**src/rtl/seg7_scan_ctrl.sv**
```systemverilog
// Scan controller sharing one 7-segment bus between the units and tenths digits.
// New digit pairs are accepted by handshake and take effect only at frame boundaries.
module seg7_scan_ctrl #(
   parameter int DIGIT_CYCLES = 13500,
   parameter int BLANK_CYCLES = 270
) (
   input  logic       clk,
   input  logic       rst,
   input  logic       upd_valid,
   output logic       upd_ready,
   input  logic [3:0] bcd_u,
   input  logic [3:0] bcd_d,
   output logic [6:0] seg,
   output logic [1:0] dig_en,
   output logic       frame_done
);

   localparam int MAX_LEN = (DIGIT_CYCLES > BLANK_CYCLES) ? DIGIT_CYCLES : BLANK_CYCLES;
   localparam int CW      = $clog2(MAX_LEN);
   localparam logic [CW-1:0] DIGIT_LAST = CW'(DIGIT_CYCLES - 1);
   localparam logic [CW-1:0] BLANK_LAST = CW'(BLANK_CYCLES - 1);

   typedef enum logic [1:0] {BLANK_U, SHOW_U, BLANK_D, SHOW_D} state_t;

   state_t        state, state_nxt;
   logic [CW-1:0] cnt, cnt_nxt, last_cnt;
   logic [3:0]    shadow_u, shadow_d, pend_u, pend_d;

   function automatic logic [6:0] dec7(input logic [3:0] code);
      case (code)
         4'd0:    dec7 = 7'b0111111;
         4'd1:    dec7 = 7'b0000110;
         4'd2:    dec7 = 7'b1011011;
         4'd3:    dec7 = 7'b1001111;
         4'd4:    dec7 = 7'b1100110;
         4'd5:    dec7 = 7'b1101101;
         4'd6:    dec7 = 7'b1111101;
         4'd7:    dec7 = 7'b0000111;
         4'd8:    dec7 = 7'b1111111;
         4'd9:    dec7 = 7'b1101111;
         default: dec7 = 7'b1000000;
      endcase
   endfunction

   always_comb begin
      state_nxt = state;
      cnt_nxt   = cnt + CW'(1);
      last_cnt  = (state == SHOW_U || state == SHOW_D) ? DIGIT_LAST : BLANK_LAST;
      if (cnt == last_cnt) begin
         cnt_nxt = '0;
         case (state)
            BLANK_U: state_nxt = SHOW_U;
            SHOW_U:  state_nxt = BLANK_D;
            BLANK_D: state_nxt = SHOW_D;
            default: state_nxt = BLANK_U;
         endcase
      end
   end

   // Outputs are computed from the next phase so they switch on the edge entering it.
   // upd_ready low doubles as the "pair pending" flag; apply happens on the frame_done cycle.
   always_ff @(posedge clk) begin
      if (rst) begin
         state      <= BLANK_U;
         cnt        <= '0;
         seg        <= '0;
         dig_en     <= 2'b00;
         frame_done <= 1'b0;
         upd_ready  <= 1'b1;
         shadow_u   <= '0;
         shadow_d   <= '0;
         pend_u     <= '0;
         pend_d     <= '0;
      end else begin
         state      <= state_nxt;
         cnt        <= cnt_nxt;
         frame_done <= (state_nxt == SHOW_D) && (cnt_nxt == DIGIT_LAST);
         case (state_nxt)
            SHOW_U: begin
               dig_en <= 2'b01;
               seg    <= dec7(shadow_u);
            end
            SHOW_D: begin
               dig_en <= 2'b10;
               seg    <= dec7(shadow_d);
            end
            default: begin
               dig_en <= 2'b00;
               seg    <= '0;
            end
         endcase
         if (upd_valid && upd_ready) begin
            pend_u    <= bcd_u;
            pend_d    <= bcd_d;
            upd_ready <= 1'b0;
         end else if (frame_done && !upd_ready) begin
            shadow_u  <= pend_u;
            shadow_d  <= pend_d;
            upd_ready <= 1'b1;
         end
      end
   end

endmodule
```
**config.mk**
```make
export PLATFORM = sky130hd
export DESIGN_NAME = seg7_scan_ctrl
export DESIGN_NICKNAME = d
export VERILOG_FILES = /design/src/rtl/seg7_scan_ctrl.sv
export SDC_FILE = /design/constraint.sdc
export NUM_CORES = 1
export LEC_CHECK = 0
export CAP_MARGIN = 20
export CORE_MARGIN = 4
export CORE_UTILIZATION = 40
export DETAILED_ROUTE_END_ITERATION = 8
export PLACE_DENSITY = 0.55
export REMOVE_ABC_BUFFERS = 1
export SYNTH_ARGS = -nofsm -noshare
export SYNTH_HDL_FRONTEND = slang
export SYNTH_SLANG_ARGS = --single-unit
```
**constraint.sdc**
```tcl
create_clock -name clk -period 2.3 [get_ports clk]
set_clock_uncertainty 0.05 [all_clocks]
set_input_delay 0.46 -clock clk [delete_from_list [all_inputs] [get_ports clk]]
set_output_delay 0.46 -clock clk [all_outputs]
set_load 0.01 [all_outputs]
```
* Yosys cells after proc, flatten, opt, wreduce, memory -nomap -nowiden
Memories as Yosys holds them, arrays and structs flattened. A register that Yosys moved wholly into a read port is not among the register bits. Index checks and enable logic that the tools add are counted. W data, S select, Z words.
Operators by class: eq/ne operators 7, $add $sub $neg 1, bitwise gates (word level) 1, reduce and logical (&&, ||, !) cells 8, muxes and demuxes 12
Operators by type and width (count):
- $mux W14 | 2
- $mux W4 | 4
- $add A14 B1 Y14 const B | 1
- $eq A14 B14 Y1 | 1
- $eq A14 B14 Y1 const B | 1
- $pmux W7 S2 | 1
- $eq A2 B2 Y1 const B | 3
- $pmux W2 S3 | 1
- $eq A2 B1 Y1 const B | 2
- $pmux W2 S2 | 1
- $logic_and A1 B1 Y1 | 3
- $logic_not A2 Y1 | 1
- $mux W1 | 2
- $mux W2 | 1
- $reduce_and A2 Y1 | 1
- $reduce_bool A2 Y1 | 1
- $logic_not A1 Y1 | 1
- $logic_or A1 B1 Y1 | 1
- $not A1 Y1 | 1
Word-level totals: output and inout port bits 11, input port bits 11, flip-flop bits (word level) 43, bits in read-only memories 224, logic and storage cells 41, memories kept 2
Memories:
- (name not given) | depth 16, bits a word 7, read ports 1, clocked after Yosys merged registers in 1, write ports 0, line 30 | case (code)
- (name not given) | depth 16, bits a word 7, read ports 1, clocked after Yosys merged registers in 1, write ports 0, line 30

* Logic depth before layout (Yosys ltp)
depth after elaboration 7, mapped depth 9, gate-level depth less buffers 7

* Worst setup path after synthesis
Ideal clock, no wire load.
path type register to register, start register upd_ready, end register (tool-made name), required time 2167 ps, period minus slack after synthesis 1997 ps, data arrival time 1864 ps, slack 303 ps, cell stages (with the launch flop) 10, setup time 83 ps, path buffers 2, cells stage by stage dfxtp_1 nand2b_1 buf_2 mux2i_1 or2_2 buf_2 inv_1 ha_1 or3_1 o221ai_1
RTL lines:
- from (decl) | line 10 | output logic upd_ready,
- from (signal assigned) | line 69 | upd_ready <= 1'b1;
- from (signal assigned) | line 95 | upd_ready <= 1'b0;
- from (signal assigned) | line 99 | upd_ready <= 1'b1;

==> flow_summary.yaml <==
min_path:
  hold_start: "pend_u[1]$_SDFFE_PP0P_"
  hp-class: "flip-flop to flip-flop"
  whs_path_depth: 2
global_route:
  antenna_found_initial: 0
  grt_max_degree: 14
  grt_pass1_wl_mm: 9.88
  grt_overflow_total: 0
  first_global_vias: 2043
  grt_usage_pct: 14.9
clock_tree:
  clk_latency_ns: 0.33
  cts_tree: "built"
  cts-root-buf: "clkbuf_8"
  cts_sinks: 57
  cts_buffers: 9
  h-tree-depth: 3
  ctsResizeCount: 0
  path_clk_slew_ns: 0.07
  postCtsSetupRepairBufs: 0
  cts_buffer_depth: 2
  holdBufCountCts: 0
placement:
  dp_cells: 394
  dp_hpwl_mm: 4.11
  dp_slack_ns: 0.152
  post_dp_cell_area_mm2: 0.00311
  portBuffers: 21
  finalWeightedCongestion: 0.821
drt:
  vias: 2117
  avgRoutedWirePerCell_um: 13.7
  drcViolationCount: 0
  drt_iter0_drc: 73
  dr.pass1.iters: 4
  drt.antenna.violating_nets: 0
  via_per_inst: 5.18
  wirelength_mm: 5.62
critical_path:
  crit_required_ns: 2.49
  cp.arrival_ns: 2.23
  critical_path_class: "flip-flop to flip-flop"
  path_max_fanout: 7
  cp-end-kind: "flip-flop"
  rr_worst_depth: 7
  critPathLaunch: "upd_ready$_SDFFE_PP1P_"
  startpoint_type: "flip-flop"
  reg2reg_from: "upd_ready$_SDFFE_PP1P_"
synth:
  synth_largest_area_cell: "dfxtp_1"
  async_flop_share_pct: 0
  synthMostInstantiatedCell: "dfxtp_1"
  syn_area_mm2: 0.00271
  avgSynthCellArea_um2: 9.37
  synth.top_cell.area_share_pct: 42.1
  synth_area_leaders: "dfxtp_1, ha_1, mux2_2"
  synth_ff_type: "dfxtp_1"
  synth-seq-cells: 57
  synthesis.instances: 289
  synth_edf_count: 0
  synth_warnings: 0
  netlist_top_cells_count: "dfxtp_1, nor2_1, mux2_2, nand2_1"
  yosysSeqAreaShare_pct: 42.1
  ys_types: 42
floorplanning:
  die_h_um: 90.3
  ioPinCount: 22
  die_w_um: 90.3
  start_util_pct: 41.9
  core_area_mm2: 0.00646
  dieArea_mm2: 0.00815
  row_count: 29
sta:
  rsz0062_at_grt: "false"
  fmax_mhz: 492
  slew_violations: 0
  period_share_pct: 88.4
  hold_viol_final: 0
  worst_pin_slew_ns: 0.514
  slew_headroom_pct: 65.6
  hold_slack_ns: 0.408
  post-route-min-period_ns: 2.03
  fin_setup_tns_ns: 0
  layout_setup_ws_ns: 0.268
  setup_viol: 0
finish:
  diodes: 0
  utilization_pct: 51.1
  syn2layout_area_growth_pct: 22.0
  layout.nets: 354
  post_route_cells_drive_above_1_share_pct: 19.3
  final_cell_count_no_fill: 409
  design_area_mm2: 0.00330
pwr:
  power_mw: 2.01
  p_leak_nw: 1.28
  p_per_area_mw_per_mm2: 609
  vdd_drop_max_mv: 0.275
job:
  drv_cap: 0
outcome:
  outcome: "complete, no violations"
==> path summary, 6_finish.rpt <==
path / end / slack (ns)
worst min-delay path: pend_u[1]$_SDFFE_PP0P_ / 0.41
worst max register to register: flip-flop / 0.27
worst min register to register: pend_u[1]$_SDFFE_PP0P_ / 0.41
worst max-delay path: flip-flop / 0.27
==> kinds of logic (layout without fill, tap and decap cells) <==
group                      count (synthesis)  count (layout)  share of synthesized area (%)
muxes                                     29              29                           11.5
and+or+nand+nor                          100             100                           19.2
AOI/OAI and AO/OA                         45              45                           11.3
DFF                                       57              57                           42.1
adders and majority gates                 15              15                           6.93
buffers and inverters                     30              73                           4.71
xor gates and xnor gates                  13              13                           4.21
==> per-layer routing <==
layer	global-route usage, %	routed length, µm	vias up
met5	0	0	-
met4	5.74	53	0
met3	5.00	262	6
met2	22.5	2490	55
met1	19.7	2810	976
li1	-	-	1080
==> critical path: stages (launching register included) <==
cell      delay [ns]
dfxtp_1         0.33
nand2b_1        0.36
mux2i_1         0.29
or2_2           0.23
inv_1           0.07
ha_1            0.19
or3_1           0.34
o221ai_1        0.08
==> cell type report <==
class	instances	area, µm²
Clock inverter	3	40.0
Clock buffer	12	155
Sequential cell	57	1140
Tap cell	77	96.3
Multi-Input combinational cell	202	1440
Fill cell	629	3160
Inverter	15	56.3
Timing Repair Buffer	43	375
==> power breakdown <==
group          switching, mW  leakage [nW]  internal (mW)  total, mW
combinational         0.0374         0.719         0.0380     0.0754
sequential            0.0133         0.462           1.00       1.01
clock                  0.374         0.102          0.550      0.923
==> placed cells by master, fill, tap and decap left out, types with 14 or more instances in the layout <==
cell type         n
dfxtp_1          57
nor2_1           36
buf_4            22
clkdlybuf4s50_1  21
mux2_2           16
nand2_1          16
inv_1            15
ha_1             15
nand3_1          14
No activity file was read; power rests on OpenSTA's default activity.
